`config.mk`:
```
export PLATFORM = sky130hd
export DESIGN_NAME = fp_result_bcd_flat
export DESIGN_NICKNAME = d
export VERILOG_FILES = /design/src/rtl/fp_result_bcd_if.sv /design/src/rtl/fp_result_bcd.sv /design/src/flat_wrapper.sv
export SDC_FILE = /design/constraint.sdc
export NUM_CORES = 1
export LEC_CHECK = 0
export BUFFER_PORTS_ARGS = -buffer_cell sky130_fd_sc_hd__buf_2
export CORE_MARGIN = 3
export CORE_UTILIZATION = 35
export DETAILED_ROUTE_END_ITERATION = 6
export PLACE_DENSITY_LB_ADDON = 0.12
export SETUP_SLACK_MARGIN = 0.2
export SLEW_MARGIN = 15
export SYNTH_ARGS = -nofsm -noshare
export SYNTH_HDL_FRONTEND = slang
export SYNTH_SLANG_ARGS = --single-unit
```
`constraint.sdc`:
```
create_clock -name clk -period 6 [get_ports clk]
set_input_delay 1.2 -clock clk [delete_from_list [all_inputs] [get_ports clk]]
set_output_delay 1.2 -clock clk [all_outputs]
set_load 0.02 [all_outputs]
```
`src/rtl/fp_result_bcd_if.sv`:
```
// Handshake bundle for fp_result_bcd: float operand in, packed BCD result out.
// The master modport is the producer/consumer side; the slave modport is the converter.
interface fp_result_bcd_if;
   logic [31:0] input_z;
   logic        input_z_stb;
   logic        input_z_ack;
   logic [31:0] output_bcd;
   logic        output_sign;
   logic [2:0]  output_flags;
   logic        output_bcd_stb;
   logic        output_bcd_ack;

   modport master (
      output input_z, input_z_stb, output_bcd_ack,
      input  input_z_ack, output_bcd, output_sign, output_flags, output_bcd_stb
   );

   modport slave (
      input  input_z, input_z_stb, output_bcd_ack,
      output input_z_ack, output_bcd, output_sign, output_flags, output_bcd_stb
   );
endinterface

```
`src/rtl/fp_result_bcd.sv`:
```
// Converts an IEEE-754 single to the integer part (toward zero) as 8-digit packed BCD plus sign,
// with nan/inf/overflow flags. Multi-cycle: unpack, align, 27-step double-dabble, then hold.
module fp_result_bcd (
   input logic          clk,
   input logic          rst,
   fp_result_bcd_if.slave bus
);
   localparam logic [2:0] StIdle    = 3'd0;
   localparam logic [2:0] StUnpack  = 3'd1;
   localparam logic [2:0] StAlign   = 3'd2;
   localparam logic [2:0] StConvert = 3'd3;
   localparam logic [2:0] StPut     = 3'd4;

   localparam logic [26:0] MaxValue = 27'd99999999;

   logic [2:0]  state_q, state_d;
   logic        ack_q, ack_d;
   logic        stb_q, stb_d;
   logic [31:0] z_q, z_d;
   logic [26:0] int_q, int_d;
   logic [31:0] bcd_q, bcd_d;
   logic [4:0]  cnt_q, cnt_d;
   logic [31:0] out_bcd_q, out_bcd_d;
   logic        out_sign_q, out_sign_d;
   logic [2:0]  out_flags_q, out_flags_d;

   logic [7:0]  exp_w;
   logic [22:0] mant_w;
   logic [26:0] aligned_w;
   logic [31:0] adj_w;
   logic [31:0] bcd_next_w;

   assign exp_w  = z_q[30:23];
   assign mant_w = z_q[22:0];

   // Biased exponent 150 means unbiased 23: the hidden-one significand is already an integer.
   assign aligned_w = (exp_w <= 8'd150) ? (27'({1'b1, mant_w}) >> (8'd150 - exp_w))
                                        : (27'({1'b1, mant_w}) << (exp_w - 8'd150));

   always_comb begin
      adj_w = bcd_q;
      for (int i = 0; i < 8; i++) begin
         if (bcd_q[4*i +: 4] >= 4'd5) adj_w[4*i +: 4] = bcd_q[4*i +: 4] + 4'd3;
      end
      bcd_next_w = {adj_w[30:0], int_q[26]};
   end

   always_comb begin
      state_d     = state_q;
      ack_d       = ack_q;
      stb_d       = stb_q;
      z_d         = z_q;
      int_d       = int_q;
      bcd_d       = bcd_q;
      cnt_d       = cnt_q;
      out_bcd_d   = out_bcd_q;
      out_sign_d  = out_sign_q;
      out_flags_d = out_flags_q;

      case (state_q)
         StIdle: begin
            if (!ack_q) begin
               ack_d = 1'b1;
            end else if (bus.input_z_stb) begin
               z_d     = bus.input_z;
               ack_d   = 1'b0;
               state_d = StUnpack;
            end
         end
         StUnpack: begin
            state_d = StPut;
            stb_d   = 1'b1;
            out_bcd_d = 32'h0;
            if (exp_w == 8'd255 && mant_w != 23'd0) begin
               out_flags_d = 3'b100;
               out_sign_d  = 1'b0;
            end else if (exp_w == 8'd255) begin
               out_flags_d = 3'b010;
               out_sign_d  = z_q[31];
            end else if (exp_w < 8'd127) begin
               // Zero, denormals and |x| < 1 all truncate to an unsigned zero.
               out_flags_d = 3'b000;
               out_sign_d  = 1'b0;
            end else if (exp_w >= 8'd154) begin
               out_flags_d = 3'b001;
               out_sign_d  = z_q[31];
            end else begin
               stb_d   = 1'b0;
               state_d = StAlign;
            end
         end
         StAlign: begin
            int_d = aligned_w;
            bcd_d = 32'h0;
            cnt_d = 5'd0;
            if (aligned_w > MaxValue) begin
               out_bcd_d   = 32'h0;
               out_flags_d = 3'b001;
               out_sign_d  = z_q[31];
               stb_d       = 1'b1;
               state_d     = StPut;
            end else begin
               state_d = StConvert;
            end
         end
         StConvert: begin
            bcd_d = bcd_next_w;
            int_d = {int_q[25:0], 1'b0};
            cnt_d = cnt_q + 5'd1;
            if (cnt_q == 5'd26) begin
               // Integer is >= 1 here, so the sign always follows the operand.
               out_bcd_d   = bcd_next_w;
               out_flags_d = 3'b000;
               out_sign_d  = z_q[31];
               stb_d       = 1'b1;
               state_d     = StPut;
            end
         end
         StPut: begin
            if (bus.output_bcd_ack) begin
               stb_d   = 1'b0;
               state_d = StIdle;
            end
         end
         default: state_d = StIdle;
      endcase
   end

   always_ff @(posedge clk or posedge rst) begin
      if (rst) begin
         state_q     <= StIdle;
         ack_q       <= 1'b0;
         stb_q       <= 1'b0;
         z_q         <= 32'h0;
         int_q       <= 27'h0;
         bcd_q       <= 32'h0;
         cnt_q       <= 5'd0;
         out_bcd_q   <= 32'h0;
         out_sign_q  <= 1'b0;
         out_flags_q <= 3'b000;
      end else begin
         state_q     <= state_d;
         ack_q       <= ack_d;
         stb_q       <= stb_d;
         z_q         <= z_d;
         int_q       <= int_d;
         bcd_q       <= bcd_d;
         cnt_q       <= cnt_d;
         out_bcd_q   <= out_bcd_d;
         out_sign_q  <= out_sign_d;
         out_flags_q <= out_flags_d;
      end
   end

   assign bus.input_z_ack    = ack_q;
   assign bus.output_bcd_stb = stb_q;
   assign bus.output_bcd     = out_bcd_q;
   assign bus.output_sign    = out_sign_q;
   assign bus.output_flags   = out_flags_q;
endmodule

```
`src/flat_wrapper.sv`:
```
// flat-port wrapper written by rule: the top's interface ports become plain ports
module fp_result_bcd_flat 
  (clk, rst, bus_input_z, bus_input_z_stb, bus_output_bcd_ack, bus_input_z_ack, bus_output_bcd, bus_output_sign, bus_output_flags, bus_output_bcd_stb);
  fp_result_bcd_if bus_i ();
  input logic clk;
  input logic rst;
  input wire logic [$bits(bus_i.input_z)-1:0] bus_input_z;
  input wire logic [$bits(bus_i.input_z_stb)-1:0] bus_input_z_stb;
  input wire logic [$bits(bus_i.output_bcd_ack)-1:0] bus_output_bcd_ack;
  output wire logic [$bits(bus_i.input_z_ack)-1:0] bus_input_z_ack;
  output wire logic [$bits(bus_i.output_bcd)-1:0] bus_output_bcd;
  output wire logic [$bits(bus_i.output_sign)-1:0] bus_output_sign;
  output wire logic [$bits(bus_i.output_flags)-1:0] bus_output_flags;
  output wire logic [$bits(bus_i.output_bcd_stb)-1:0] bus_output_bcd_stb;
  assign bus_i.input_z = bus_input_z;
  assign bus_i.input_z_stb = bus_input_z_stb;
  assign bus_i.output_bcd_ack = bus_output_bcd_ack;
  assign bus_input_z_ack = bus_i.input_z_ack;
  assign bus_output_bcd = bus_i.output_bcd;
  assign bus_output_sign = bus_i.output_sign;
  assign bus_output_flags = bus_i.output_flags;
  assign bus_output_bcd_stb = bus_i.output_bcd_stb;
  fp_result_bcd u_core (.clk(clk), .rst(rst), .bus(bus_i));
endmodule
```
# ---- Word level (Yosys, flattened, before mapping)
# Cells that the tools add are included.
dict set report word_totals {
  register_bits 137
  word_cells 107
}
dict set report op_classes {
  addsub 11
  order_cmp 12
  eq_ne 12
  n_shift 2
  muxes 49
  reduce_logical 11
}
# operator n
set op_table {}
lappend op_table {{$pmux 32 s3} 1}
lappend op_table {{$mux 32} 2}
lappend op_table {{$pmux 32 s2} 1}
lappend op_table {{$pmux 27 s2} 1}
lappend op_table {{$mux 3} 16}
lappend op_table {{$ge 4x3->1 const B} 8}
lappend op_table {{$add 4x2->4 const B} 7}
lappend op_table {{$mux 4} 7}
lappend op_table {{$gt 27x27->1 const B} 1}
lappend op_table {{$mux 27} 1}
lappend op_table {{$shl 24x8->27} 1}
lappend op_table {{$shr 24x8->27} 1}
lappend op_table {{$reduce_bool 23->1} 1}
lappend op_table {{$mux 1} 15}
lappend op_table {{$pmux 3 s5} 1}
lappend op_table {{$reduce_and 4->1} 3}
lappend op_table {{$pmux 5 s2} 1}
lappend op_table {{$pmux 3 s3} 1}
lappend op_table {{$eq 8x8->1 const B} 1}
lappend op_table {{$ge 8x8->1 const B} 1}
lappend op_table {{$le 8x8->1 const B} 1}
lappend op_table {{$lt 8x7->1 const B} 1}
lappend op_table {{$sub 8x8->8 const A} 1}
lappend op_table {{$sub 8x8->8 const B} 1}
lappend op_table {{other kinds (17)} 22}

# ---- Logic depth before layout (Yosys ltp)
# Gate-level depths: netlist of the first run.
dict set report depth {
  ltp_word 6
  mapped_depth 19
}

# ---- Worst setup path after synthesis of the first run
# Ideal clock, no wire load.
dict set report synth_timing {
  path_type {register to register}
  start {register u_core.z_q[23]}
  end {register u_core.out_flags_q[0], in the netlist u_core.bus.output_flags[0]}
  setup_ns 0.128
  arrival_time_ns 4.771
  setup_slack_ns 1.102
  path_stages_with_launch 19
  path_cell_list {dfrtp_1 > buf_2 > inv_1 > buf_2 > buf_1 > clkbuf_1 > ha_1 > buf_4 > buf_2 > mux2i_1 > nand2_1 > o21ai_0 > mux4_2 > a221oi_1 > o22ai_1 > or4b_4 > a2111oi_4 > o21a_2 > mux2_1}
}
dict set report synth_via {
  elab_chain_len 6
  elab_cells_between_ends 18
  cone_classes {2 x add/sub; 4 x order compare; 3 x eq/ne; 2 x shift; 5 x mux; 2 x reduce/logical}
}
# item line
set synth_rtl {}
lappend synth_rtl {{start: declaration} fp_result_bcd.sv:19} ;# logic [31:0] z_q, z_d;
lappend synth_rtl {{start signal: assignment} fp_result_bcd.sv:145} ;# z_q <= z_d;
lappend synth_rtl {{$sub 8x8->8 (on tied branches)} {fp_result_bcd.sv:38, fp_result_bcd.sv:37}}
lappend synth_rtl {{$shl 24x8->27 or $shr 24x8->27 (tied branches)} {fp_result_bcd.sv:38, fp_result_bcd.sv:37}}
lappend synth_rtl {{$mux 27} fp_result_bcd.sv:37} ;# assign aligned_w = (exp_w <= 8'd150) ? (27'({1'b1, mant_w}) >> (8'd150 - exp_w))
lappend synth_rtl {{$gt 27x27->1} fp_result_bcd.sv:96} ;# if (aligned_w > MaxValue) begin
lappend synth_rtl {{$ne 2x1->1 (no source line)} -}
lappend synth_rtl {{$reduce_and 4->1 (no source line)} -}
lappend synth_rtl {{end signal: assignment} fp_result_bcd.sv:151} ;# out_flags_q <= out_flags_d;
lappend synth_rtl {{end: declaration} fp_result_bcd.sv:25} ;# logic [2:0] out_flags_q, out_flags_d;
# Parallel ways exist; a longest one is shown, timed or not.
# A chain may end at the register's enable or synchronous reset.

# ---- Worst setup path after layout of the first run
dict set report layout_timing {
  start {register u_core.z_q[25]}
  end {register u_core.out_bcd_q[25], in the netlist u_core.bus.output_bcd[25]}
}
dict set report layout_via {
  elab_chain_len 6
  elab_cells_between_ends 9
  cone_classes {2 x add/sub; 2 x order compare; 1 x eq/ne; 2 x shift; 1 x mux; 1 x reduce/logical}
}
# item line
set layout_rtl {}
lappend layout_rtl {{$sub 8x8->8 (on tied branches)} {fp_result_bcd.sv:38, fp_result_bcd.sv:37}}
lappend layout_rtl {{$shl 24x8->27 or $shr 24x8->27 (tied branches)} {fp_result_bcd.sv:38, fp_result_bcd.sv:37}}
lappend layout_rtl {{$mux 27 (*)} fp_result_bcd.sv:37}
lappend layout_rtl {{$gt 27x27->1 (*)} fp_result_bcd.sv:96}
lappend layout_rtl {{$ne 2x1->1 (no source line) (*)} -}
lappend layout_rtl {{$reduce_and 3->1 (no source line) (*)} -}
lappend layout_rtl {{end signal: assignment} fp_result_bcd.sv:149} ;# out_bcd_q <= out_bcd_d;
lappend layout_rtl {{end: declaration} fp_result_bcd.sv:23} ;# logic [31:0] out_bcd_q, out_bcd_d;
# Mark *: on every way between the ends. The rest lies on a longest branch, timed or not.

==> results.md, run 1 <==
- HP Class: reg -> reg
- Clock slew at reported path FFs: 0.07 ns
- Mapped Area: 0.00980 mm2
- Clock Latency Late Sink: 0.43 ns
- # clock sinks: 137
- RSZ-0062 raised after global routing: false
- Vias per cell: 5.69
- Final HPWL DP: 21.4 mm
- Gpl congestion: 0.937
- DRC viols: 0
- Routed wire length per instance: 20.3 um
- Num CTS Buffers: 17
- Nets@finish: 1156
- Hold Vio Cnt, Final: 0
- Synth Flop Type: dfrtp_1
- Chip Width: 173 um
- Htree depth: 4
- Port-buffer cells: 73
- Power density over cell area: 631 mW/mm2
- Pre-CTS setup slack: 0.818 ns
- Yosys cell types: 74
- Slew headroom: 24.0%
- Clock Tree Root: clkbuf_16
- Post-CTS Resized: 0
- Pwr Total: 6.99 mW
- Iteration-0 DRC Markers: 692
- Hold Buf Count CTS: 0
- Setup Skew: 0.0172 ns
- CTS tree: yes
- Sequential cell area fraction in the yosys report: 35.0%
- Minimum hold slack: 0.471 ns
- Max-cap violations: 0
- Placed cells: 1451
- Startpoint types: flop
- Placed cell areas: 0.0105 mm2
- Post-CTS Repair Setup Buffers: 0
- Post-route ant nets: 0
- Post-Layout Inst Area: 0.0111 mm2
- Syn Area/Cell: 9.22 um2
- Status: finished, final reports clean
- Die ar.: 0.0300 mm2
- Worst EP required: 6.31 ns
- Worst Setup Slack, final: 0.737 ns
- Non-filler cells, final: 1483
- Top Ports: 74
- Critical setup path kind: reg -> reg
- CP startpoint: u_core.z_q[25]
- Maximum vdd drop: 0.313 mV
- First-pass GRT wire length: 48.2 mm
- Final min period: 5.26 ns
- # setup viols final: 0
- Site row count: 60
- Cells after Synth: 1063
- FF+latch count, synth: 137
- Vias: 8444
- Setup_tns: 0 ns
- Yosys top cell area share: 35.0%
- Final period util: 87.7%
- Antenna violations before repair: 0
- Largest net degree at the start of global routing: 88
- # diodes: 0
- Hold wc startpoint: u_core.bus.output_bcd[11]
- Worst-margin pin slew: 1.14 ns
- Number of synthesized flops with an enable pin: 0
- Largest fanout on the critical path: 32
- Slew Limit Fails: 0
- Initial core utilization: 35.9%
- Leakage power: 4.70 nW
- Commonest non-fill, non-tap cell in the layout: dfrtp_1
- Fill cell count: 2758
- CP endpoint kind: flop
- Syn_nets: 1121
- Die Span Y: 173 um
- Share of post-route cells with drive strength above 1: 21.4%
- Core box area: 0.0273 mm2
- Synth warn: 0
- Reg-to-Reg Start: u_core.z_q[25]
- Post-Route WL: 30.1 mm
- Vias in the first global route: 8219
- P&R area growth vs syn: 13.1%
- Drt pass-1 iters: 5
- Final Util: 40.6%
- Dominant cells by area after synthesis: dfrtp_1 (35%), mux2_2 (7.1%), mux2i_1 (5.8%)
- GRT overflow: 0
- Post-synth ARST share: 100%
- Post-synth top area cell: dfrtp_1
- Total GRT Usage: 20.0%
- Clock tree buffer depth: 2
- Commonest non-fill, non-tap cells in the layout: dfrtp_1 (135), nand2_1 (124), o21ai_0 (91)
- Critical path data arrival time: 5.58 ns
- Achievable frequency: 0.190 GHz
-- registers in the layout, summed over array words and instances, names as in the netlist --
register                   count
u_core.bus.output_bcd_stb      1
u_core.bus.output_bcd         32
u_core.bus.output_sign         1
u_core.state_q                 3
u_core.z_q                    32
u_core.bcd_q                  32
u_core.bus.input_z_ack         1
u_core.cnt_q                   5
u_core.bus.output_flags        3
u_core.int_q                  27
-- per-layer routing --
metal	part of all wire (%)	global-route usage (%)	wire length, um	vias to the layer above
met5	0	0	0	-
met4	2.2	6.05	673	0
met3	5.4	3.59	1640	39
met2	43	29.7	13000	259
met1	49	29.6	14800	4129
li1	-	-	-	4017
-- cell type report --
class / instances / area, um2 / share of cell area (%)
multi-input combinational: 815 / 5920 / 53.4
clock buffer: 17 / 425 / 3.84
tap: 372 / 465 / 4.20
inverter: 31 / 121 / 1.10
clock inverter: 15 / 176 / 1.59
timing repair buffer: 96 / 538 / 4.86
sequential: 137 / 3430 / 31.0
-- cells in the mapped netlist (4+ instances only) --
master     count
a211oi_1      15
a21o_1        14
a21oi_1       57
a221oi_1       6
a22o_1        20
a22oi_1        5
a2bb2oi_1      5
a31oi_1        7
and3_1         8
buf_1          8
buf_2         25
clkbuf_1      44
dfrtp_1      137
ha_1          22
inv_1         30
mux2_2        62
mux2i_1       57
mux4_2        25
nand2_1      124
nand2b_1      17
nand3_1       23
nand4_1        8
nor2_1        66
nor2b_1        6
nor3_1        26
nor3b_1        7
nor4_1        11
o211ai_1      10
o21ai_0       91
o22ai_1       12
o2bb2ai_1     17
o32ai_1        4
or3_1          6
xnor2_1       16
xor2_1         4
-- path summary, 6_finish.rpt --
check,slack [ns],cells past startpoint,to
min in group asynchronous,0.92,2,u_core.z_q[15]
max in group asynchronous,3.85,3,u_core.bcd_q[25]
hold / removal,0.47,1,u_core.bus.output_bcd[11]
hold reg to reg,0.47,1,u_core.bus.output_bcd[11]
setup reg to reg,0.74,12,u_core.bus.output_bcd[25]
setup / recovery,0.74,12,u_core.bus.output_bcd[25]
-- critical path, stage by stage, from the launching register on --
cell	delay, ns
dfrtp_1	0.61
ha_1	0.38
nor2b_1	0.60
nor3_2	0.14
nor2_1	0.68
mux4_2	0.59
o221a_1	0.27
nand2b_1	0.15
or4b_4	0.57
a2111oi_4	0.48
o31ai_4	0.10
buf_4	0.25
a22o_1	0.27
-- cells by family (layout without fill, tap and decap cells) --
group	after synthesis	after routing	share of synthesized area (%)
AO/OA/AOI/OAI	305	305	21.0
XOR/XNOR	21	21	1.95
flip-flops	137	137	35.0
multiplexers	146	146	18.9
adder cells (fa/ha/maj)	22	22	2.81
buffers and inverters	111	159	4.73
AND/OR/NAND/NOR	321	321	15.6
-- power by group --
group	leakage (nW)	switching (mW)	internal [mW]
Clock	0.288	0.515	0.564
Combinational	2.59	2.57	1.77
Sequential	1.83	0.430	1.14
Note: power is estimated with default switching activity, not from simulation.
==> inputs of run 2 (changes only) <==
--- a/config.mk
+++ b/config.mk
@@ -5,9 +5,11 @@
 export SDC_FILE = /design/constraint.sdc
 export NUM_CORES = 1
 export LEC_CHECK = 0
+export ABC_AREA = 1
 export BUFFER_PORTS_ARGS = -buffer_cell sky130_fd_sc_hd__buf_2
 export CORE_MARGIN = 3
 export CORE_UTILIZATION = 35
+export CTS_BUF_LIST = sky130_fd_sc_hd__clkbuf_8
 export DETAILED_ROUTE_END_ITERATION = 6
 export PLACE_DENSITY_LB_ADDON = 0.12
 export SETUP_SLACK_MARGIN = 0.2
==> results.md, run 2 <==
- Status: finished, final reports clean
- Share of post-route cells with drive strength above 1: 10.1% (-11 points)
- XOR/XNOR Fraction of Synth Area: 1.24% (-0.71 points)
- Post-synth top area cell: dfrtp_1
- CTS tree: yes
- Final period util: 82.1% (-5.6 points)
- DRC viols: 0 (unchanged)
- Worst-margin pin slew: 1.17 ns (+0.0323 ns)
- Hold Buf Count CTS: 0 (unchanged)
- Post-route ant nets: 0 (unchanged)
- Post-Route WL: 31.0 mm (+3.1%)
- Startpoint types: flop
- Drt pass-1 iters: 5 (unchanged)
- Slew Limit Fails: 0 (unchanged)
- Clock tree buffer depth: 2 (unchanged)
- Hold path depth: 2 (+1)
- Num CTS Buffers: 17 (unchanged)
- Multiplexer share of the synthesized area: 0% (-19 points)
- Worst EP required: 6.36 ns (+0.05 ns)
- Post-CTS Repair Setup Buffers: 0 (unchanged)
- Leakage power: 5.33 nW (+13%)
- Port-buffer cells: 73 (unchanged)
- # clock sinks: 137 (unchanged)
- FF+latch count, synth: 137 (unchanged)
- GRT met3 Usage: 4.55% (+0.95 points)
- Vias: 10036 (+19%)
- R2R depth: 25 (+13)
- Iteration-0 DRC Markers: 991 (+43%)
- GRT overflow: 0 (unchanged)
- Die ar.: 0.0299 mm2 (-0.41%)
- Top Ports: 74 (unchanged)
- Largest fanout on the critical path: 24 (-25%)
- Simple-Gate Fraction of Synth Area: 40.7% (+25 points)
- Setup Skew: 0.0184 ns (+0.00121 ns)
- Placed cell areas: 0.0104 mm2 (-0.91%)
- Syn Area/Cell: 6.68 um2 (-27%)
- Dominant cells by area after synthesis: dfrtp_1 (35%), nand2_1 (16%), nand3_1 (13%)
- Total GRT Usage: 20.8% (+0.85 points)
- Non-filler cells, final: 1867 (+26%)
- Vias in the first global route: 9642 (+17%)
- Placed cells: 1835 (+26%)
- Synth Flop Type: dfrtp_1
- First-pass GRT wire length: 51.2 mm (+6.2%)
- Antenna violations before repair: 0 (unchanged)
- Site row count: 60 (unchanged)
- Vias per cell: 5.38 (-5.6%)
- Pre-CTS setup slack: 0.836 ns (+0.0179 ns)
- Synth Area in Compound Gates: 10.5% (-10 points)
- Routed wire length per instance: 16.6 um (-18%)
- Synth warn: 0 (unchanged)
- Most common cell in the netlist: nand2_1
- Reg-to-Reg Start: u_core.z_q[24]
- Htree depth: 4 (unchanged)
- Initial core utilization: 35.9% (-0.053 points)
- Final HPWL DP: 21.9 mm (+2.5%)
- # diodes: 0 (unchanged)
- Critical setup path kind: reg -> reg
- Hold Vio Cnt, Final: 0 (unchanged)
- Setup_tns: 0 ns (unchanged)
- Post-CTS Resized: 0 (unchanged)
- HP Class: reg -> reg
- Post-Layout Inst Area: 0.0108 mm2 (-2.5%)
- Main combinational cell family by area after synthesis: simple AND/OR/NAND/NOR gates
- # setup viols final: 0 (unchanged)
- Final min period: 4.93 ns (-0.335 ns)
- Power density over cell area: 584 mW/mm2 (-7.6%)
- Clock slew at reported path FFs: 0.10 ns (+0.03 ns)
- Commonest non-fill, non-tap cells in the layout: nand2_1 (419), nand3_1 (256), dfrtp_1 (137)
- GR Layer Usage met1: 29.7% (+0.12 points)
- Nets@finish: 1540 (+33%)
- Worst Setup Slack, final: 1.07 ns (+0.335 ns)
- GR Layer Usage met2: 32.2% (+2.5 points)
- Maximum vdd drop: 0.253 mV (-19%)
- Number of synthesized flops with an enable pin: 0 (unchanged)
- Die Span Y: 173 um (-0.20%)
- Core box area: 0.0272 mm2 (-0.28%)
- Slew headroom: 21.5% (-2.4 points)
- Mapped Area: 0.00975 mm2 (-0.42%)
- Gpl congestion: 0.912 (-2.7%)
- Clock Tree Root: clkbuf_8
- Largest net degree at the start of global routing: 93 (+5.7%)
- P&R area growth vs syn: 10.7%
- GR peak layer: met2
- Achievable frequency: 0.203 GHz (+6.8%)
- Reg2Reg Setup Slack: 1.07 ns (+0.34 ns)
- Clock Latency Late Sink: 0.47 ns (+0.04 ns)
- RSZ-0062 raised after global routing: false
- RR Endpoint: u_core.bus.output_sign
- Critical path data arrival time: 5.29 ns (-0.29 ns)
- Most frequent cells after synthesis: nand2_1 (419), nand3_1 (256), dfrtp_1 (137)
- Chip Width: 173 um (-0.20%)
- Post-synth ARST share: 100% (unchanged)
- Yosys top cell area share: 35.1% (+0.15 points)
- CP endpoint kind: flop
- Hold wc startpoint: u_core.bus.output_flags[2]
- Commonest non-fill, non-tap cell in the layout: nand2_1
- Cells after Synth: 1460 (+37%)
- Sequential cell area fraction in the yosys report: 35.1% (+0.15 points)
- Synth Area in Adders: 2.82% (+0.012 points)
- Yosys cell types: 40 (-46%)
- Syn_nets: 1518 (+35%)
- Fill cell count: 2995 (+8.6%)
- Max-cap violations: 0 (unchanged)
- Hold EP: u_core.bus.output_flags[2]
run 2: changes by cell type in the layout (fill, tap and decap cells not counted), sizes merged, moves of 15 or more:
cell     change
nand4       +97
nor3        -16
nand2      +296
nand3      +235
inv        +116
a21oi       -22
mux2        -64
o221ai      +22
mux4        -25
a22o        -20
nand2b      -17
xnor2       -15
o2bb2ai     -17
mux2i       -57
run 2: kinds of logic (layout without fill, tap and decap cells):
kind of cell	count (synthesis)	after routing
buf+inv	236	271
compound gates	171	171
fa+ha+maj	22	22
flops	137	137
simple gates	881	881
xor+xnor	13	13
run 2: power breakdown:
group | total, mW | internal [mW] | switching (mW)
clock network | 0.810 | 0.321 | 0.489
registers | 1.38 | 1.13 | 0.258
logic | 4.11 | 1.12 | 2.99
total | 6.30 | 2.57 | 3.73
run 2: worst max-delay path by stage:
stage,cells after the start,from,to
global route,24,u_core.z_q[24],u_core.bus.output_bcd[20]
finish,25,u_core.z_q[24],u_core.bus.output_sign
global placement,24,u_core.z_q[24],u_core.bus.output_bcd[17]
detailed placement,24,u_core.z_q[24],u_core.bus.output_bcd[20]
floorplan,1,rst,u_core.bcd_q[0]
CTS,24,u_core.z_q[24],u_core.bus.output_bcd[20]
run 2: layer usage:
metal  vias to the layer above  wire length [um]
met1                      4718             14700
met5                         -                 0
met2                       294             13900
li1                       4982                 -
met3                        42              1890
met4                         0               550
run 2: worst max-delay path, cell delays in order, from the launching register on:
cell and delay (ns):
dfrtp_1 0.66, ha_1 0.34, nand2_1 0.07, nand2_1 0.11
nand2_1 0.08, nand2_1 0.06, nand2_1 0.04, nand2_1 0.62
nand2_2 0.26, nor2_1 0.26, nand2_1 0.14, nor2_1 0.28
nand2_1 0.10, a21oi_1 0.17, nand2_1 0.07, nand2_1 0.08
nand3_1 0.07, nor2_1 0.10, nand2_1 0.06, nand2_1 0.06
nand2_1 0.07, nand3_2 0.34, buf_4 0.36, nand3_2 0.18
nand2_1 0.14, nand2_1 0.05
run 2: layout make-up:
cell class,instances,area [um2],share of cell area [%]
Clock buffer,17,234,2.17
Clock inverter,15,179,1.66
Inverter,150,568,5.26
Multi-Input combinational cell,1087,5440,50.4
Sequential cell,137,3430,31.7
Tap cell,372,465,4.31
Timing Repair Buffer,89,485,4.50
run 2: metrics by stage:
step / utilization, % / hold slack [ns] / power, mW
after floorplan: - / 0.459 / 4.39
after global placement: 38.2 / 0.452 / 5.46
after detailed placement: 38.2 / 0.453 / 5.43
after CTS: 39.7 / 0.478 / 6.27
after global routing: 39.7 / 0.486 / 6.91
final: 39.7 / 0.472 / 6.30
==> inputs of run 3 (changes only) <==
==> constraint.sdc (replaced) <==
create_clock -name clk -period 4.1 [get_ports clk]
set_input_delay 0.82 -clock clk [delete_from_list [all_inputs] [get_ports clk]]
set_output_delay 0.82 -clock clk [all_outputs]
set_load 0.02 [all_outputs]
==> results.md, run 3 (synthesis gave the netlist of run 2 again) <==
- Hold Buf Count CTS: 0 (unchanged)
- Minimum hold slack: 0.449 ns (-0.0227 ns)
- Share of post-route cells with drive strength above 1: 13.1% (+3.0 points)
- Largest net degree at the start of global routing: 80 (-14%)
- Clock slew at reported path FFs: 0.10 ns (about the same)
- Top Family by Delay on Critical Path: simple AND/OR/NAND/NOR gates
- Achievable frequency: 0.286 GHz (+41%)
- Num CTS Buffers: 17 (unchanged)
- Worst EP required: 4.44 ns (-1.92 ns)
- RSZ-0062 raised after global routing: false
- Placed cell areas: 0.0106 mm2 (+1.8%)
- Clock Tree Root: clkbuf_8
- P&R area growth vs syn: 13.9%
- Core box area: 0.0272 mm2 (unchanged)
- Vias per cell: 5.38 (+0.17%)
- Largest fanout on the critical path: 21 (-13%)
- Status: finished, final reports clean
- Fill cell count: 2949 (-1.5%)
- Routed wire length per instance: 16.3 um (-1.7%)
- CTS tree: yes
- Leakage power: 5.48 nW (+2.8%)
- GRT overflow: 0 (unchanged)
- Clock Latency Late Sink: 0.47 ns (about the same)
- Slew Limit Fails: 0 (unchanged)
- First-pass GRT wire length: 50.9 mm (-0.54%)
- Commonest non-fill, non-tap cells in the layout: nand2_1 (415), nand3_1 (255), dfrtp_1 (134)
- Pwr Total: 9.73 mW (+54%)
- Setup_tns: 0 ns (unchanged)
- Chip Width: 173 um (unchanged)
- Top Ports: 74 (unchanged)
- Antenna violations before repair: 0 (unchanged)
- Crit path largest cell delay: 0.42 ns (-0.24 ns)
- Die Span Y: 173 um (unchanged)
- R2R depth: 26 (+4.0%)
- CP endpoint kind: flop
- RR Endpoint: u_core.bus.output_bcd[3]
- Critical path data arrival time: 3.84 ns (-1.45 ns)
- # setup viols final: 0 (unchanged)
- Buf/Inv on CP: 2 (+1)
- Vias: 10225 (+1.9%)
- Post-route ant nets: 0 (unchanged)
- HP Class: in -> async
- Clock tree buffer depth: 2 (unchanged)
- Critical setup path kind: reg -> reg
- Drt pass-1 iters: 5 (unchanged)
- Die ar.: 0.0299 mm2 (unchanged)
- Post-Layout Inst Area: 0.0111 mm2 (+2.9%)
- Worst path most repeated cell: nand2_1
- Vias in the first global route: 9438 (-2.1%)
- Total GRT Usage: 20.6% (-0.24 points)
- Post-Route WL: 31.0 mm (about the same)
- Site row count: 60 (unchanged)
- Reg2Reg Setup Slack: 0.60 ns (-0.47 ns)
- # clock sinks: 137 (unchanged)
- DRC viols: 0 (unchanged)
- Initial core utilization: 35.9% (unchanged)
- Port-buffer cells: 73 (unchanged)
- Htree depth: 4 (unchanged)
- # diodes: 0 (unchanged)
- Gpl congestion: 0.908 (-0.39%)
- Hold Vio Cnt, Final: 0 (unchanged)
- Startpoint types: flop
- Reg-to-Reg Start: u_core.z_q[25]
- Slew headroom: 32.2% (+11 points)
- Final min period: 3.50 ns (-1.43 ns)
- Final period util: 85.4% (+3.3 points)
- Worst-margin pin slew: 1.01 ns (-0.159 ns)
- Final HPWL DP: 22.4 mm (+2.3%)
- Crit-path slowest cell: dfrtp_1
- Maximum vdd drop: 0.442 mV (+74%)
- Power density over cell area: 876 mW/mm2 (+50%)
- Max-cap violations: 0 (unchanged)
- Setup Skew: 0.0285 ns (+0.0102 ns)
- Nets@finish: 1572 (+2.1%)
- Commonest non-fill, non-tap cell in the layout: nand2_1
- Iteration-0 DRC Markers: 1148 (+16%)
==> run 3: cell types whose count changed in the layout (fill, tap and decap cells not counted), moves of 4 or more <==
cell,before,now
buf_4,16,42
inv_2,12,8
inv_6,3,7
nand2_1,419,415
==> run 3: how the worst max path moves through the flow <==
stage                         startpoint                    endpoint  slack (ns)  depth (start not counted)
final                     u_core.z_q[25]    u_core.bus.output_bcd[3]        0.60                         26
after global routing      u_core.z_q[24]  u_core.bus.output_flags[2]        0.17                         25
after CTS                 u_core.z_q[24]  u_core.bus.output_flags[0]        0.28                         25
after detailed placement  u_core.z_q[24]  u_core.bus.output_flags[0]        0.22                         25
after global placement    u_core.z_q[24]  u_core.bus.output_flags[0]        0.26                         21
after floorplan           u_core.z_q[23]    u_core.bus.output_bcd[0]        0.61                         24
==> run 3: worst reg2reg max path: cells and delay by family, from the launching register on <==
| kind | cells | cell delay (ns) |
|---|---|---|
| fa+ha+maj | 1 | 0.27 |
| buf+inv | 2 | 0.47 |
| flops | 1 | 0.42 |
| simple gates | 23 | 2.24 |
==> run 3: area by class of cell <==
type | count | area, um2 | share of cell area, %
clock buffer | 17 | 234 | 2.11
clock inverter | 15 | 134 | 1.20
inverter | 150 | 586 | 5.27
multi-input combinational | 1088 | 5510 | 49.6
sequential | 137 | 3430 | 30.9
tap | 372 | 465 | 4.19
timing repair buffer | 120 | 754 | 6.79
==> run 3: where the power goes <==
part / switching, mW / internal (mW)
registers: 0.375 / 1.65
clock network: 0.666 / 0.444
logic: 4.60 / 1.99
total: 5.64 / 4.09
==> run 3: routing by layer <==
| metal | GRT usage (%) | vias to the layer above | routed length, um |
|---|---|---|---|
| met3 | 3.36 | 36 | 1940 |
| met5 | 0 | - | 0 |
| met1 | 30.4 | 4805 | 15100 |
| met2 | 31.8 | 331 | 13600 |
| met4 | 4.59 | 0 | 421 |
| li1 | - | 5053 | - |
==> run 3: per-stage QoR <==
stage	setup WS [ns]	utilization [%]	cells
after global routing	0.174	40.9	1899
after global placement	0.262	38.9	1859
final	0.599	40.9	1899
after CTS	0.276	40.3	1891
after floorplan	0.610	-	1460
after detailed placement	0.221	38.9	1859
==> run 3: repair_timing <==
item                                    4_1_cts  5_1_grt
endpoints found under the setup margin        1       40
endpoints found under the hold margin         0        0
pin swaps                                     0        3
buffers inserted                              0        7
resized for setup                             1       30
cloned                                        0        1
